$ cat src/rtl/wbq_pkg.sv
// wbq_pkg: types and constants shared by the writeback queue and the
// register controller it feeds.
//   WBQ_ADDR_W / WBQ_DATA_W : default register address / data widths
//   STATUS_OVF / STATUS_UNF : bit positions inside the 2-bit status field
//   wbqEntry_t              : one queued result {addr, value, status}
package wbq_pkg;

    localparam int WBQ_ADDR_W = 5;
    localparam int WBQ_DATA_W = 16;

    localparam int STATUS_OVF = 1;
    localparam int STATUS_UNF = 0;

    typedef struct packed {
        logic [WBQ_ADDR_W-1:0]        addr;
        logic [WBQ_DATA_W-1:0]        value;
        logic [STATUS_OVF:STATUS_UNF] status;
    } wbqEntry_t;

endpackage

$ cat src/rtl/wbq_fifo2.sv
// wbq_fifo2: circular buffer accepting up to two writes and retiring up to
// two reads per cycle.
//   clock_i, reset_i       : clock, asynchronous active-low reset
//   pushCnt                : number of entries written this cycle (0..2);
//                            pushData0 goes to wptr, pushData1 to wptr+1
//   popCnt                 : number of entries retired this cycle (0..2)
//   head0, head1           : oldest and second-oldest entries (unregistered)
//   count                  : current occupancy
// The caller guarantees pushCnt never exceeds the free space (counting the
// slots vacated by this cycle's pops) and popCnt never exceeds count.
module wbq_fifo2
    import wbq_pkg::*;
#(
    parameter int DEPTH = 8,
    parameter int W     = 23
) (
    input  logic                   clock_i,
    input  logic                   reset_i,
    input  logic [1:0]             pushCnt,
    input  logic [W-1:0]           pushData0,
    input  logic [W-1:0]           pushData1,
    input  logic [1:0]             popCnt,
    output logic [W-1:0]           head0,
    output logic [W-1:0]           head1,
    output logic [$clog2(DEPTH):0] count
);

    localparam int PW = $clog2(DEPTH);

    logic [W-1:0]  mem [DEPTH];
    logic [PW-1:0] wptrReg;
    logic [PW-1:0] rptrReg;
    logic [PW:0]   countReg;
    logic [PW-1:0] wptrPlus1;
    logic [PW-1:0] rptrPlus1;

    // DEPTH is a power of two, so pointer arithmetic wraps on its own.
    assign wptrPlus1 = wptrReg + PW'(1);
    assign rptrPlus1 = rptrReg + PW'(1);

    // Reads see the array contents from before this edge, so a pop of a slot
    // that is rewritten in the same cycle (queue full) still gets the old entry.
    assign head0 = mem[rptrReg];
    assign head1 = mem[rptrPlus1];
    assign count = countReg;

    always_ff @(posedge clock_i) begin
        if (pushCnt != 2'd0) begin
            mem[wptrReg] <= pushData0;
        end
        if (pushCnt == 2'd2) begin
            mem[wptrPlus1] <= pushData1;
        end
    end

    always_ff @(posedge clock_i or negedge reset_i) begin
        if (!reset_i) begin
            wptrReg  <= '0;
            rptrReg  <= '0;
            countReg <= '0;
        end else begin
            wptrReg  <= wptrReg + PW'(pushCnt);
            rptrReg  <= rptrReg + PW'(popCnt);
            countReg <= countReg + (PW+1)'(pushCnt) - (PW+1)'(popCnt);
        end
    end

endmodule

$ cat src/rtl/writeback_queue.sv
// writeback_queue: buffers completed results from exec pipes A and B in an
// in-order FIFO and drains up to two per cycle into the register
// controller's writeback ports.
//   clock_i, reset_i                 : clock, asynchronous active-low reset
//   resValidX_i/resAddrX_i/resValX_i/resStatusX_i : pipe X result (X = A, B)
//   stall_o                          : exec must not present results next cycle
//   overflow_o                       : sticky, a result was dropped
//   wbX_o/wbAddrX_o/wbValX_o/operationStatusX_o   : writeback port X
//   count_o                          : FIFO occupancy
// Build option WBQ_BYPASS_EN: when the FIFO is empty, incoming results load
// straight into the output registers (1-cycle latency instead of 2).
module writeback_queue
    import wbq_pkg::*;
#(
    parameter int DEPTH  = 8,
    parameter int ADDR_W = WBQ_ADDR_W,
    parameter int DATA_W = WBQ_DATA_W
) (
    input  logic                   clock_i,
    input  logic                   reset_i,
    input  logic                   resValidA_i,
    input  logic [ADDR_W-1:0]      resAddrA_i,
    input  logic [DATA_W-1:0]      resValA_i,
    input  logic [1:0]             resStatusA_i,
    input  logic                   resValidB_i,
    input  logic [ADDR_W-1:0]      resAddrB_i,
    input  logic [DATA_W-1:0]      resValB_i,
    input  logic [1:0]             resStatusB_i,
    output logic                   stall_o,
    output logic                   overflow_o,
    output logic                   wbA_o,
    output logic                   wbB_o,
    output logic [ADDR_W-1:0]      wbAddrA_o,
    output logic [ADDR_W-1:0]      wbAddrB_o,
    output logic [DATA_W-1:0]      wbValA_o,
    output logic [DATA_W-1:0]      wbValB_o,
    output logic [1:0]             operationStatusA_o,
    output logic [1:0]             operationStatusB_o,
    output logic [$clog2(DEPTH):0] count_o
);

    localparam int CW = $clog2(DEPTH) + 1;

    // Same layout as wbqEntry_t, but following this instance's widths.
    typedef struct packed {
        logic [ADDR_W-1:0]            addr;
        logic [DATA_W-1:0]            value;
        logic [STATUS_OVF:STATUS_UNF] status;
    } entry_t;

    localparam int EW = $bits(entry_t);

    entry_t        entA, entB;
    entry_t        head0, head1;
    entry_t        pushData0, pushData1;
    entry_t        loadDataA, loadDataB;
    logic          enqA, enqB;
    logic          loadA, loadB;
    logic          dropped;
    logic [1:0]    popCnt, reqCnt, acceptCnt;
    logic [CW-1:0] count;
    logic [CW:0]   room, countNext;
    logic          stallReg, overflowReg;

    assign entA = {resAddrA_i, resValA_i, resStatusA_i};
    assign entB = {resAddrB_i, resValB_i, resStatusB_i};

    wbq_fifo2 #(
        .DEPTH (DEPTH),
        .W     (EW)
    ) fifo (
        .clock_i   (clock_i),
        .reset_i   (reset_i),
        .pushCnt   (acceptCnt),
        .pushData0 (pushData0),
        .pushData1 (pushData1),
        .popCnt    (popCnt),
        .head0     (head0),
        .head1     (head1),
        .count     (count)
    );

    // Two heads with the same destination must not write in the same cycle,
    // so only the older one leaves; the younger becomes the head next cycle.
    always_comb begin
        popCnt = 2'd0;
        if (count == CW'(1)) begin
            popCnt = 2'd1;
        end else if (count > CW'(1)) begin
            popCnt = (head0.addr == head1.addr) ? 2'd1 : 2'd2;
        end
    end

    always_comb begin
        loadA     = (popCnt != 2'd0);
        loadB     = (popCnt == 2'd2);
        loadDataA = head0;
        loadDataB = head1;
        enqA      = resValidA_i;
        enqB      = resValidB_i;
`ifdef WBQ_BYPASS_EN
        // An empty FIFO means nothing older is waiting, so results can skip
        // the buffer without reordering. A same-address B still queues so it
        // lands one cycle after A.
        if (count == '0) begin
            if (resValidA_i) begin
                loadA     = 1'b1;
                loadDataA = entA;
                enqA      = 1'b0;
                if (resValidB_i && (resAddrB_i != resAddrA_i)) begin
                    loadB     = 1'b1;
                    loadDataB = entB;
                    enqB      = 1'b0;
                end
            end else if (resValidB_i) begin
                loadA     = 1'b1;
                loadDataA = entB;
                enqB      = 1'b0;
            end
        end
`endif
        // Compact the pushes so the oldest accepted result sits at wptr.
        reqCnt    = {1'b0, enqA} + {1'b0, enqB};
        pushData0 = enqA ? entA : entB;
        pushData1 = entB;

        // Slots vacated by this cycle's pops are reusable by this cycle's
        // pushes; whatever does not fit is dropped, youngest first.
        room      = (CW+1)'(DEPTH) - {1'b0, count} + (CW+1)'(popCnt);
        dropped   = ((CW+1)'(reqCnt) > room);
        acceptCnt = dropped ? room[1:0] : reqCnt;
        countNext = {1'b0, count} + (CW+1)'(acceptCnt) - (CW+1)'(popCnt);
    end

    always_ff @(posedge clock_i or negedge reset_i) begin
        if (!reset_i) begin
            wbA_o              <= 1'b0;
            wbB_o              <= 1'b0;
            wbAddrA_o          <= '0;
            wbAddrB_o          <= '0;
            wbValA_o           <= '0;
            wbValB_o           <= '0;
            operationStatusA_o <= '0;
            operationStatusB_o <= '0;
            stallReg           <= 1'b0;
            overflowReg        <= 1'b0;
        end else begin
            wbA_o              <= loadA;
            wbB_o              <= loadB;
            wbAddrA_o          <= loadA ? loadDataA.addr   : '0;
            wbAddrB_o          <= loadB ? loadDataB.addr   : '0;
            wbValA_o           <= loadA ? loadDataA.value  : '0;
            wbValB_o           <= loadB ? loadDataB.value  : '0;
            operationStatusA_o <= loadA ? loadDataA.status : '0;
            operationStatusB_o <= loadB ? loadDataB.status : '0;
            // Raised while fewer than two slots remain, so the two results
            // exec may already have in flight still fit.
            stallReg           <= (countNext > (CW+1)'(DEPTH - 2));
            overflowReg        <= overflowReg | dropped;
        end
    end

    assign stall_o    = stallReg;
    assign overflow_o = overflowReg;
    assign count_o    = count;

endmodule
$ cat config.mk
export PLATFORM = sky130hd
export DESIGN_NAME = writeback_queue
export DESIGN_NICKNAME = d
export VERILOG_FILES = /design/src/rtl/wbq_pkg.sv /design/src/rtl/wbq_fifo2.sv /design/src/rtl/writeback_queue.sv
export SDC_FILE = /design/constraint.sdc
export NUM_CORES = 1
export LEC_CHECK = 0
export ABC_CLOCK_PERIOD_IN_PS = 6800
export BUFFER_PORTS_ARGS = -buffer_cell sky130_fd_sc_hd__buf_2
export CAP_MARGIN = 0
export CORE_ASPECT_RATIO = 0.7
export CORE_MARGIN = 1
export CORE_UTILIZATION = 50
export DETAILED_ROUTE_END_ITERATION = 8
export PLACE_DENSITY = 0.77
export SLEW_MARGIN = 20
export SYNTH_ARGS = -nofsm -noshare
export SYNTH_HDL_FRONTEND = slang
export SYNTH_SLANG_ARGS = --single-unit
export TNS_END_PERCENT = 50
$ cat constraint.sdc
create_clock -name clock_i -period 6.8 [get_ports clock_i]
set_input_delay 0.34 -clock clock_i [delete_from_list [all_inputs] [get_ports clock_i]]
set_output_delay 0.34 -clock clock_i [all_outputs]
set_load 0.1 [all_outputs]
### Word level (Yosys, flattened, before mapping)

Memory sizes are Yosys's and may differ from the RTL's.
Cells that the tools add are included.

* add/sub/neg operators: 11
* magnitude comparators: 3
* eq/ne operators: 4
* multiplexer cells: 15
* bitwise gates (word level): 1
* reduce and logical (&&, ||, !) cells: 2

Operators with widths (number)
* $mux W16: 2
* $mux W23: 1
* $mux W2: 6
* $mux W5: 2
* $add A3 B1 Y3 const B: 2
* $add A3 B2 Y3: 2
* $add A4 B2 Y5: 1
* $add A5 B2 Y5: 1
* $eq A5 B5 Y1: 1
* $gt A2 B5 Y1: 1
* $gt A5 B3 Y1 const B: 1
* $sub A4 B4 Y5 const A: 1
* $sub A5 B2 Y5: 1
* $add A4 B2 Y4: 1
* $eq A2 B2 Y1 const B: 2
* $eq A4 B1 Y1 const B: 1
* $gt A4 B1 Y1 const B: 1
* $mux W1: 4
* $reduce_bool A2 Y1: 2
* $sub A4 B2 Y4: 1
* $add A1 B1 Y2: 1
* $or A1 B1 Y1: 1

* flip-flop bits (word level): 60
* RAM bits: 184
* input port bits: 50
* output and inout port bits: 54
* word-level logic and storage cells: 50
* memories kept: 1

Memories
* fifo.mem: words 8, width 23, rd ports 2, clocked after memory_dff 0, write ports 2, RTL line wbq_fifo2.sv:30 `logic [W-1:0] mem [DEPTH];`

### Longest topological paths before layout

An unclocked memory read counts as a cell.

* word-level depth: 12
* depth in mapped cells: 25
* mapped depth without buffers: 23

### Hierarchy

Synthesis repeated with hierarchy kept, for this count alone.

* cell total of the unflattened synthesis: 972
* area total of the unflattened synthesis: 14043.5 um^2

Modules (own cells, without submodules)
* wbq_fifo2: times used 1, cells an instance 777, area an instance 11629.9 um^2, sequential area each 5775.5 um^2
* writeback_queue: times used 1, cells an instance 195, area an instance 2413.6 um^2, sequential area each 1251.2 um^2

### Least setup slack after synthesis

No wires, ideal clock.

* path type: reg2reg
* from: register fifo.rptrReg[0]
* to: memory fifo.mem[0][0], enable pin
* setup time: 0.468 ns
* arrival time: 6.787 ns
* required time: 6.332 ns
* path slack: -0.455 ns
* cell stages (with the launch flop): 18
* path buffers: 2
* period minus slack after synthesis: 7.255 ns
* cell sequence: dfrtp_1 -> ha_1 -> buf_4 -> mux4_2 -> xnor2_1 -> mux4_2 -> o31ai_1 -> nor4_4 -> buf_6 -> a21oi_2 -> ha_1 -> fa_1 -> ha_1 -> a21oi_1 -> and3_1 -> nand2_1 -> mux2i_1 -> o41ai_1

RTL lines
* start: declaration: RTL line wbq_fifo2.sv:32 `logic [PW-1:0] rptrReg;`
* start signal: assignment: RTL line wbq_fifo2.sv:63 `rptrReg <= rptrReg + PW'(popCnt);`
* end: declaration: RTL line wbq_fifo2.sv:30

### Worst setup path in the final report

* from: register fifo.rptrReg[0]
* to: register stallReg, in the netlist stall_o

* longest elaborated chain between the ends: 12

Ends and longest elaborated chain
* $add A3 B1 Y3: RTL line wbq_fifo2.sv:39 `assign rptrPlus1 = rptrReg + PW'(1);`
* $mem_v2 Z8 W23 (*)
* $eq A5 B5 Y1 (*): RTL line writeback_queue.sv:90 `popCnt = (head0.addr == head1.addr) ? 2'd1 : 2'd2;`
* $mux W2 (*): RTL line writeback_queue.sv:90
* $mux W2 (*): RTL line writeback_queue.sv:89 `end else if (count > CW'(1)) begin`
* $mux W2 (*): RTL line writeback_queue.sv:87 `if (count == CW'(1)) begin`
* $add A5 B2 Y5: RTL line writeback_queue.sv:129 `room = (CW+1)'(DEPTH) - {1'b0, count} + (CW+1)'(popCnt);`
* $gt A2 B5 Y1: RTL line writeback_queue.sv:130 `dropped = ((CW+1)'(reqCnt) > room);`
* $mux W2: RTL line writeback_queue.sv:131 `acceptCnt = dropped ? room[1:0] : reqCnt;`
* $add A4 B2 Y5: RTL line writeback_queue.sv:132 `countNext = {1'b0, count} + (CW+1)'(acceptCnt) - (CW+1)'(popCnt);`
* $sub A5 B2 Y5 (*): RTL line writeback_queue.sv:132
* $gt A5 B3 Y1 (*): RTL line writeback_queue.sv:158 `stallReg <= (countNext > (CW+1)'(DEPTH - 2));`
* end signal: assignment: RTL line writeback_queue.sv:158
* end: declaration: RTL line writeback_queue.sv:63 `logic stallReg, overflowReg;`

Every way passes the cells marked *; elsewhere a longest branch is shown, timed or not.

==> reports/summary.md <==
In this run the core area contains 50 standard-cell rows. The number of antenna diodes in the final layout is 0. The tightest min-delay check is of the input pin to async pin type.

For this block, the routed nets add up to 35500 um of wire. Clock latency on the worst-skew pair, taken at its later pin, is 0.54 ns. Across the routed clock network, the largest skew measured is 0.0124 ns. The count of distinct cell types in the synthesized netlist is 46.

Setup violations remaining at the end of the flow were counted as 0. The critical path is of the register to register type. The number of port buffers works out to 103. During I/O placement, the number of pins put on the boundary was 104. The checks that failed: negative hold slack. Buffers inserted to repair hold after CTS numbered 0. The via count of the first global-routing pass was 8720; the post-route worst setup slack was 0.394 ns. In this run, placement finished with an instance count of 1313. The routed layout has 8496 vias. For this run, the number of standard cells in the final layout without fillers is 1361.

The logs give 0 for the initial antenna violation count and 26.4% for the global-route usage over all layers. TritonCTS built the clock tree. After synthesis the cells add up to 13600 um2.

Counting every net in the synthesized netlist gives 931. For this run, design rule violations remaining after detail routing come to 0. The floorplan step defined a core boundary enclosing 26700 um2. Along the worst path, the maximum fanout reaches 43. The worst pin sits at a relative slew slack of 32.7%. The detail route stage leaves a number of antenna-violating nets equal to 0. The final max-slew violation count came out at 0.

The tools report the final standard cell utilization of the core as 58.2%. The run gives 0.835 as the final weighted congestion in routability-driven placement. For this run, the register share of the synthesized area comes to 51.8%.

Counting flops with a built-in enable in the synthesized netlist gives 184. The tools report the placement-stage worst setup slack as 0.0753 ns. In this run the deepest clock path goes through 3 buffers. The net total in the final layout was 1048; the count of cells resized by post-cts repair was 0. Setup repair after global routing left no endpoint under its margin. The total die area is 27800 um2, and the horizontal die dimension is 199 um.

In this run, CTS created clock tree buffers numbering 26. The number of design-rule violations left by the first detailed-router iteration was 879; the count of buffers added by post-CTS timing repair for setup was 0. The CTS root buffer is sky130_fd_sc_hd__clkbuf_16. CTS saw 244 sinks. After detailed routing, the average wire length per cell comes to 26.1 um.

Final worst-path cycle share: 94.2%. The upper clock frequency limit was 0.156 GHz. The total congestion overflow after global routing was 0.

Once detailed placement completed, the half-perimeter wirelength came to 22200 um. Once the floorplan was initialized, standard cells occupied 50.8% of the core. The average vias per placed instance was 6.24. The kind of start point of the critical path was a register.

The number of warnings reported in the yosys synthesis log is 0. After clock tree synthesis, the clock-pin slew on the worst setup and hold paths is 0.06 ns. The run gives 61 as the maximum number of pins on one net before global-route repair. In this run, synthesis produced a sequential element count of 244. The number of optimization iterations in the first detailed-route pass is 6.

Compared with the post-synthesis result, the final layout area differs by 14.5%. From bottom edge to top edge, the die measures 140 um. Data on the critical path arrives at its endpoint at 6.83 ns. The run finished, with violations left.

The library cells used most frequently in the layout, excluding fill and tap cells, are sky130_fd_sc_hd__edfxtp_1, sky130_fd_sc_hd__mux2_2, sky130_fd_sc_hd__buf_2, sky130_fd_sc_hd__mux4_2, sky130_fd_sc_hd__dfrtp_1. In the final layout, the share of cells above drive strength 1 is 47.2%. Subtracting the final worst setup slack from the clock period gives 6.41 ns. The synthesized netlist cell count was 860. The most used flip-flop cell after synthesis is sky130_fd_sc_hd__edfxtp_1. The minimum hold slack is -0.00430 ns. The tools report the endpoint kind of the worst setup timing path as a register.

The total number of H-tree levels was 1; the share of synthesized registers carrying an async set or reset was 24.6%. At the pin with the least slew margin, the transition time is 1.01 ns. For the worst setup path, the data required time is 7.23 ns. The library cell used most frequently in the layout, excluding fill and tap cells, is sky130_fd_sc_hd__edfxtp_1.

In this run the mean area of a mapped cell was 15.8 um2. The tool flagged a number of max-cap violations equal to 0. The wire length of the first global-routing pass was 53900 um. The number of cells on the worst reg-to-reg path is 21.

The final hold violation count came out at 4.
## cell families after synthesis
| family | share of synthesized area [%] |
|---|---|
| compound gates | 3.30 |
| xor+xnor | 1.94 |
| fa+ha+maj | 2.21 |
| buf+inv | 2.73 |
| flops | 51.8 |
| mux | 34.5 |
| simple gates | 3.50 |
## cell usage after synthesis (8+ instances only)
cell	instances	share of area, %
sky130_fd_sc_hd__edfxtp_1	184	41
sky130_fd_sc_hd__nor3_1	24	0.89
sky130_fd_sc_hd__buf_2	11	0.41
sky130_fd_sc_hd__inv_1	15	0.41
sky130_fd_sc_hd__nor2_1	13	0.36
sky130_fd_sc_hd__nand2_1	56	1.5
sky130_fd_sc_hd__mux2i_1	24	1.8
sky130_fd_sc_hd__a21oi_1	26	0.96
sky130_fd_sc_hd__mux2_1	38	3.2
sky130_fd_sc_hd__xnor2_1	12	0.77
sky130_fd_sc_hd__mux4_2	91	15
sky130_fd_sc_hd__ha_1	16	1.5
sky130_fd_sc_hd__buf_6	8	0.66
sky130_fd_sc_hd__dfrtp_1	60	11
sky130_fd_sc_hd__clkbuf_1	27	0.75
sky130_fd_sc_hd__mux2_2	170	14
sky130_fd_sc_hd__xor2_1	18	1.2
## final timing paths
| kind | start | endpoint | slack, ns |
|---|---|---|---|
| min | reset_i | wbValA_o[13] | -0.004 |
| max reg2reg | fifo.rptrReg[0] | stall_o | 0.39 |
| min in group clock_i | resValB_i[2] | fifo.mem[5][4] | 0.20 |
| min reg2reg | overflow_o | overflow_o | 0.48 |
| max in group asynchronous | reset_i | fifo.rptrReg[0] | 6.16 |
| max | fifo.rptrReg[0] | stall_o | 0.39 |
## routing by layer
metal	wire length, um	global-route usage, %	share of wire (%)
met5	0	0	0
met1	15300	39.6	43
met3	3230	4.70	9.1
met4	757	5.71	2.1
met2	16200	40.3	46
## final cells by class
class                   count  area, um2
fillers                  2058      11200
flip-flops and latches    244       7030
multi-input cells         543       6300
repair buffers            146        862
clock buffers              32        704
well taps                 364        455
clock inverters            16        130
inverters                  16       60.1
## stage by stage
| stage | setup TNS [ns] | instance area (um2) |
|---|---|---|
| 6_report | 0 | 15500 |
| 5_1_grt | 0 | 15500 |
| 3_5_place_dp | 0 | 14700 |
| 3_3_place_gp | 0 | 14700 |
| 2_1_floorplan | -20.94 | 13600 |
| 4_1_cts | 0 | 15500 |
## flip-flops by register name (all words and copies together), names as in the netlist
| register | count |
|---|---|
| fifo.count | 4 |
| fifo.mem | 184 |
| fifo.rptrReg | 3 |
| fifo.wptrReg | 3 |
| operationStatusA_o | 2 |
| operationStatusB_o | 2 |
| overflow_o | 1 |
| stall_o | 1 |
| wbA_o | 1 |
| wbAddrA_o | 5 |
| wbAddrB_o | 5 |
| wbB_o | 1 |
| wbValA_o | 16 |
| wbValB_o | 16 |
## worst max-delay path, cell delays in order, from the launching register on
cell and delay, ns:
sky130_fd_sc_hd__dfrtp_4 0.44, sky130_fd_sc_hd__buf_8 0.34, sky130_fd_sc_hd__mux4_1 0.69, sky130_fd_sc_hd__xnor2_1 0.17, sky130_fd_sc_hd__mux4_2 0.51, sky130_fd_sc_hd__o31ai_1 0.14, sky130_fd_sc_hd__nor4_4 0.12, sky130_fd_sc_hd__buf_4 0.19
sky130_fd_sc_hd__or2_2 0.33, sky130_fd_sc_hd__fa_1 0.60, sky130_fd_sc_hd__ha_1 0.28, sky130_fd_sc_hd__a21oi_1 0.19, sky130_fd_sc_hd__and3_1 0.21, sky130_fd_sc_hd__nand2_1 0.18, sky130_fd_sc_hd__o21ai_1 0.30, sky130_fd_sc_hd__fa_1 0.50
sky130_fd_sc_hd__fa_1 0.41, sky130_fd_sc_hd__a21oi_1 0.14, sky130_fd_sc_hd__nor2_1 0.05, sky130_fd_sc_hd__nor2_1 0.10, sky130_fd_sc_hd__xnor2_1 0.07, sky130_fd_sc_hd__a311o_1 0.31
Power is not shown: default switching activity piles up to over one toggle a cycle in this logic, so the estimate is an artifact.
